### src/rtl/uart_rx_ctrl.sv
// rtl/uart_rx_ctrl.sv - UART receiver config sequencer with frame-safe config apply and receive byte FIFO
// Optional saturating error counters are built when UART_RX_CTRL_STATS_EN is defined.
module uart_rx_ctrl #(
   parameter int DATA_WIDTH   = 8,
   parameter int SCALE_WIDTH  = 6,
   parameter int FIFO_DEPTH   = 4,
   parameter int CNT_WIDTH    = 8,
   parameter int DEF_PRESCALE = 8
) (
   input  logic                   clk,
   input  logic                   reset_n,
   input  logic                   cfg_wr,
   input  logic [SCALE_WIDTH-1:0] cfg_prescaler,
   input  logic                   cfg_par_en,
   input  logic                   cfg_par_typ,
   output logic                   cfg_ack,
   output logic [SCALE_WIDTH-1:0] prescaler,
   output logic                   PAR_EN,
   output logic                   PAR_TYP,
   input  logic                   rx_line,
   input  logic                   rx_data_valid,
   input  logic [DATA_WIDTH-1:0]  rx_p_data,
   input  logic                   rx_stop_err,
   input  logic                   rx_par_err,
   output logic [DATA_WIDTH-1:0]  m_data,
   output logic                   m_valid,
   input  logic                   m_ready,
   output logic                   overrun,
   input  logic                   clr_stats,
   output logic [CNT_WIDTH-1:0]   stop_err_cnt,
   output logic [CNT_WIDTH-1:0]   par_err_cnt
);
   localparam int PTR_W = $clog2(FIFO_DEPTH);
   localparam int TMR_W = SCALE_WIDTH + 4;

   typedef enum logic [1:0] {IDLE, FRAME, WAIT_HI, APPLY} state_t;

   state_t                 state, state_nxt;
   logic [TMR_W-1:0]       timer, timer_nxt;
   logic                   line_meta, line_s;
   logic                   pending;
   logic [SCALE_WIDTH-1:0] pend_prescaler;
   logic                   pend_par_en, pend_par_typ;

   logic [DATA_WIDTH-1:0]  mem [FIFO_DEPTH];
   logic [PTR_W-1:0]       wr_ptr, rd_ptr;
   logic [PTR_W:0]         count;
   logic                   push_req, push, pop, full;

   always_comb begin
      state_nxt = state;
      timer_nxt = timer;
      case (state)
         IDLE: begin
            if (!line_s) begin
               state_nxt = FRAME;
               timer_nxt = TMR_W'(prescaler) * TMR_W'(12);
            end else if (pending) begin
               state_nxt = APPLY;
            end
         end
         FRAME: begin
            timer_nxt = timer - TMR_W'(1);
            // timer<=1 means this is the last counted cycle (also covers prescaler 0)
            if (rx_data_valid || rx_stop_err || rx_par_err || timer <= TMR_W'(1))
               state_nxt = WAIT_HI;
         end
         WAIT_HI: if (line_s) state_nxt = IDLE;
         APPLY:   state_nxt = IDLE;
         default: state_nxt = IDLE;
      endcase
   end

   always_ff @(posedge clk or negedge reset_n) begin
      if (!reset_n) begin
         state     <= IDLE;
         timer     <= '0;
         line_meta <= 1'b1;
         line_s    <= 1'b1;
      end else begin
         state     <= state_nxt;
         timer     <= timer_nxt;
         line_meta <= rx_line;
         line_s    <= line_meta;
      end
   end

   // A cfg_wr during APPLY wins over the clear, so it stays pending for a later visit.
   always_ff @(posedge clk or negedge reset_n) begin
      if (!reset_n) begin
         pending        <= 1'b0;
         pend_prescaler <= '0;
         pend_par_en    <= 1'b0;
         pend_par_typ   <= 1'b0;
         prescaler      <= SCALE_WIDTH'(DEF_PRESCALE);
         PAR_EN         <= 1'b0;
         PAR_TYP        <= 1'b0;
         cfg_ack        <= 1'b0;
      end else begin
         cfg_ack <= (state == APPLY);
         if (state == APPLY) begin
            prescaler <= pend_prescaler;
            PAR_EN    <= pend_par_en;
            PAR_TYP   <= pend_par_typ;
         end
         if (cfg_wr) begin
            pending        <= 1'b1;
            pend_prescaler <= cfg_prescaler;
            pend_par_en    <= cfg_par_en;
            pend_par_typ   <= cfg_par_typ;
         end else if (state == APPLY) begin
            pending <= 1'b0;
         end
      end
   end

   assign push_req = rx_data_valid & ~rx_stop_err & ~rx_par_err;
   assign full     = (count == (PTR_W+1)'(FIFO_DEPTH));
   assign m_valid  = (count != '0);
   assign pop      = m_valid & m_ready;
   assign push     = push_req & (~full | pop);
   assign m_data   = m_valid ? mem[rd_ptr] : '0;

   always_ff @(posedge clk) begin
      if (push) mem[wr_ptr] <= rx_p_data;
   end

   always_ff @(posedge clk or negedge reset_n) begin
      if (!reset_n) begin
         wr_ptr  <= '0;
         rd_ptr  <= '0;
         count   <= '0;
         overrun <= 1'b0;
      end else begin
         if (push) wr_ptr <= wr_ptr + PTR_W'(1);
         if (pop)  rd_ptr <= rd_ptr + PTR_W'(1);
         case ({push, pop})
            2'b10:   count <= count + (PTR_W+1)'(1);
            2'b01:   count <= count - (PTR_W+1)'(1);
            default: count <= count;
         endcase
         if (push_req && full && !pop) overrun <= 1'b1;
         else if (clr_stats)           overrun <= 1'b0;
      end
   end

`ifdef UART_RX_CTRL_STATS_EN
   always_ff @(posedge clk or negedge reset_n) begin
      if (!reset_n) begin
         stop_err_cnt <= '0;
         par_err_cnt  <= '0;
      end else if (clr_stats) begin
         stop_err_cnt <= '0;
         par_err_cnt  <= '0;
      end else begin
         if (rx_stop_err && stop_err_cnt != '1) stop_err_cnt <= stop_err_cnt + CNT_WIDTH'(1);
         if (rx_par_err  && par_err_cnt  != '1) par_err_cnt  <= par_err_cnt  + CNT_WIDTH'(1);
      end
   end
`else
   assign stop_err_cnt = '0;
   assign par_err_cnt  = '0;
`endif

endmodule

### config.mk
export PLATFORM = sky130hd
export DESIGN_NAME = uart_rx_ctrl
export DESIGN_NICKNAME = d
export VERILOG_FILES = /design/src/rtl/uart_rx_ctrl.sv
export SDC_FILE = /design/constraint.sdc
export NUM_CORES = 1
export LEC_CHECK = 0
export BUFFER_PORTS_ARGS = -buffer_cell sky130_fd_sc_hd__clkbuf_2
export CORE_ASPECT_RATIO = 1.4
export CORE_MARGIN = 2
export CORE_UTILIZATION = 51
export CTS_CLUSTER_SIZE = 8
export DETAILED_ROUTE_END_ITERATION = 8
export PLACE_DENSITY_LB_ADDON = 0.15
export SKIP_LAST_GASP = 1
export SYNTH_ARGS = -nofsm -noshare
export SYNTH_HDL_FRONTEND = slang
export SYNTH_SLANG_ARGS = --single-unit
### constraint.sdc
create_clock -name clk -period 1.78 [get_ports clk]
set_clock_uncertainty 0.15 [all_clocks]
set_input_delay 0.267 -clock clk [delete_from_list [all_inputs] [get_ports clk]]
set_output_delay 0.267 -clock clk [all_outputs]
set_load 0.1 [all_outputs]
======== Yosys cells after proc, flatten, opt, wreduce, memory -nomap -nowiden ========
Memory sizes are Yosys's and may differ from the RTL's.
Index checks and enable logic that the tools add are counted.
word-level totals
  memories ................................ 1
  flip-flop bits (word level) ............. 40
  output and inout port bits .............. 35
  input port bits ......................... 25
  RAM bits ................................ 32
memories
  memory  words  bits a word  rd ports  clocked after Yosys merged registers in  write ports  RTL line  text
  mem     4      8            1         0                                        1            45        logic [DATA_WIDTH-1:0] mem [FIFO_DEPTH];
operators by class
  add/subtract/negate cells ............... 5
  eq/ne operators ......................... 10
  muxes and demuxes ....................... 15
  magnitude comparators ................... 1
  bitwise operators ....................... 8
  reduce and logical (&&, ||, !) cells .... 14
  multipliers ............................. 1
operator list
  operator                                                                 number
  10-bit one-hot mux with 2 select lines                                   1
  10-bit by 1-bit <= comparator with 1-bit output (second input constant)  1
  10-bit 2-to-1 mux                                                        1
  10-bit by 1-bit subtractor with 10-bit output (second input constant)    1
  6-bit by 2-bit multiplier with 8-bit output (second input constant)      1
  2-bit 2-to-1 mux                                                         4
  8-bit 2-to-1 mux                                                         1
  2-bit one-hot mux with 4 select lines                                    1
  2-bit nonzero test                                                       4
  2-bit equality test (second input constant)                              3
  1-bit 2-to-1 mux                                                         6
  2-bit inequality test (second input constant)                            3
  3-bit one-hot mux with 2 select lines                                    1
  2-bit by 1-bit adder with 2-bit output (second input constant)           2
  1-bit AND                                                                4
  2-bit by 1-bit equality test with 1-bit output (second input constant)   2
  3-bit by 1-bit adder with 3-bit output (second input constant)           1
  3-bit equality test (second input constant)                              1
  1-bit logical OR                                                         3
  3-bit inequality test (second input constant)                            1
  1-bit NOT                                                                3
  3-bit AND reduction                                                      1
  3-bit nonzero test                                                       1
  3-bit by 1-bit subtractor with 3-bit output (second input constant)      1
  5 further kinds                                                          6

======== Longest topological paths before layout ========
  word-level depth ........................ 6
  mapped depth ............................ 7
  mapped depth without buffers ............ 6

======== Worst setup path before layout ========
OpenSTA, ideal clock, no wires.
  path kind ............................... reg-to-output
  start point ............................. reg rd_ptr[0]
  end point ............................... out m_data[0]
  path buffers ............................ 1
  arrival time ............................ 2.232 ns
  path slack .............................. -0.869 ns
  cell stages (with the launch flop) ...... 4
  required time ........................... 1.363 ns
  path through ............................ dfrtp_1 buf_2 mux4_2 nor2b_1
on the way
  longest elaborated chain between the ends .. 2
ends and longest elaborated chain
  what                    RTL line  text
  start, declared         46        logic [PTR_W-1:0] wr_ptr, rd_ptr;
  start signal, assigned  136       if (pop) rd_ptr <= rd_ptr + PTR_W'(1);
  memory 4 x 8 bit        n/a
  8-bit 2-to-1 mux        122       assign m_data = m_valid ? mem[rd_ptr] : '0;
  end, declared           25        output logic [DATA_WIDTH-1:0] m_data,
Every way passes these cells.

======== Final worst setup path ========
  start point ............................. reg rd_ptr[0]
  end point ............................... out m_data[5]
Same word-level chain as after synthesis.

==> flow_summary.ini <==
[run_status]
status = finished with violations
violations = setup timing

[worst_hold_path]
min_path_cells = 2
hold_class = in -> reg

[sta]
tightest_slew_ns = 0.545
max_freq_mhz = 466
fin_crit_ns = 2.15
hold_viol = 0
rsz0062_at_grt = yes
slew_viol_final = 0
max_slew_margin_pct = 63.8
final.period_utilization_pct = 121
fin_ws_ns = -0.366
setup_viol = 15

[synth]
yosys.area.top_type = edfxtp_1
synth_edf_count = 32
synthFlopType = dfrtp_1
syn_avg_cell_area_um2 = 12.6
synth.distinct_cells = 50
synthArstFlopShare_pct = 55.6
ys_seq_area_share_pct = 55.5
yosysWarnings = 0
synth-seq-cells = 72
synth_top_cell_area_share_pct = 27.1
synthTopCellsByArea = edfxtp_1 27%, dfrtp_1 26%, mux4_2 5.1%, mux2_2 4.8%, ha_1 4.6%
netlist_area_um2 = 3540
netlist_instances = 281

[layout]
fillers = 476
layout.cells.non_filler = 492
area_delta_synth_final_pct = 40.6
stdcell_area_um2 = 4980
diodes = 0
fin_util_pct = 72.8
regArea_um2 = 1980
finalNetCount = 432
layout-drive-gt1-share_pct = 45.1
multi_input_area_um2 = 1620

[placement]
io_buffers = 43
dp_slack_ns = -0.131
dp.cells = 453
dp_hpwl_um = 5300
gp_congestion = 0.841
placed_area_um2 = 4420

[critical_path]
slowest_stage = mux4_2
crit_chain = buf_12 -> mux4_2 -> nor2b_4 -> buf_12
crit_top_cell = buf_12
ff2ff_path_depth = 7
cpPeakStageDelay_ns = 0.50
crit_fanout = 5
worst_ep_required_time_ns = 1.36
arrival_ns = 1.73
cp-end-kind = output pin
path_class = reg -> out
start_kind = flip-flop

[cts]
path_clk_slew_ns = 0.08
insertion_delay_ns = 0.35
htree_levels = 3
cts_sinks = 72
clk_path_buf_depth = 2
cts_tree = done
numCtsBuffers = 9
root_buffer = clkbuf_8

[job]
cap_violations = 0

[grt]
grt_pass1_vias = 2621
antenna_found_initial = 0
grt_pass1_wl_um = 12200
grt_max_degree = 41
grt_overflow = 0
globalRouteTotalUtil_pct = 21.5

[routing]
via_count = 2547
dr.pass1.iters = 4
drt_wl_total_um = 7460
drc = 0
drt-vias-per-instance = 5.18
ant_nets = 0
drt_iter0_drc = 133
routedWlPerCell_um = 15.2

[floorplanning]
rows = 36
die_h_um = 103
die_w_um = 74.5
start_util_pct = 51.8
core-area_um2 = 6850
io_pins = 60
dieArea_um2 = 7640
-- cells by family after synthesis --
group           share of synthesized area [%]
buf+inv                                  6.32
fa+ha+maj                                5.72
simple gates                             10.9
compound gates                           9.64
other cells                             0.106
flops                                    55.5
mux                                      9.85
xor+xnor                                 1.98
-- worst max-delay path: cells and delay by family, from the launching register on --
family / cells / cell delay (ns)
muxes: 1 / 0.50
DFF: 1 / 0.43
buffers and inverters: 2 / 0.31
and+or+nand+nor: 1 / 0.15
-- per-stage QoR --
stage	hold WS, ns	setup TNS, ns
after floorplan	-0.179	-1.44
after global placement	0.106	-1.76
after detailed placement	0.106	-2.37
after CTS	0.00266	-3.69
after global routing	0.00952	-4.50
final	0.0189	-3.43
-- area by class of cell --
cell class	count	area share [%]
well taps	95	2.39
inverters	16	1.31
clock buffers	9	2.49
clock inverters	7	1.33
flip-flops and latches	72	39.8
repair buffers	110	20.1
multi-input cells	183	32.6
-- layer usage --
layer,track usage (%),up-vias,wire length (um)
met5,0,-,0
li1,-,1217,-
met2,40.0,56,4330
met1,23.3,1268,2820
met3,4.11,6,211
met4,8.93,0,100
-- sequential cells by signal, summed over array words and instances, names as in the netlist, 2 cells and up --
signal,cells
mem,32
timer,10
pend_prescaler,6
prescaler,6
count,3
rd_ptr,2
state,2
wr_ptr,2
-- synth_stat cells, drive strengths merged, types with 7 or more instances --
master / instances
dfrtp: 37
nand2: 10
nand3: 7
o21ai: 13
ha: 13
nor2b: 10
buf: 18
edfxtp: 32
nor3: 7
mux2: 15
inv: 16
mux4: 8
nor2: 12
clkbuf: 7
a21oi: 13
-- path summary, 6_finish.rpt --
kind                                  start           endpoint  slack, ns
max in group asynchronous           reset_n             line_s       0.94
hold / removal             cfg_prescaler[2]  pend_prescaler[2]       0.02
setup reg to reg                   count[0]           count[1]      -0.23
setup / recovery                  rd_ptr[0]          m_data[5]      -0.37
hold reg to reg                   line_meta             line_s       0.21
min in group asynchronous           reset_n           timer[0]       0.27
-- timing repair --
| action | CTS | global route |
|---|---|---|
| resized for setup | 26 | 13 |
| hold buffers | 18 | 0 |
| endpoints found under the setup margin | 49 | 18 |
| gates cloned | 1 | 0 |
| setup buffers | 6 | 1 |
| endpoints found under the hold margin | 81 | 0 |
| pin swaps | 8 | 7 |
-- cell usage in the layout, fill, tap and decap left out, types with 7 or more instances in the layout --
cell type,netlist,final
buf_4,16,40
edfxtp_1,32,32
dfrtp_1,37,31
clkbuf_2,1,31
dlygate4sd3_1,0,18
conb_1,1,16
mux2_2,15,15
inv_1,16,14
buf_12,0,13
nor2_1,12,11
a21oi_1,13,10
o21ai_0,13,10
nand2_1,10,9
ha_1,13,9
clkbuf_8,0,9
mux4_2,8,8
nor2b_4,0,8
nand3_1,7,7
Power is left out: the tool's default activity adds up to more than one toggle a clock period on the data nets, which glitch-free logic cannot reach.
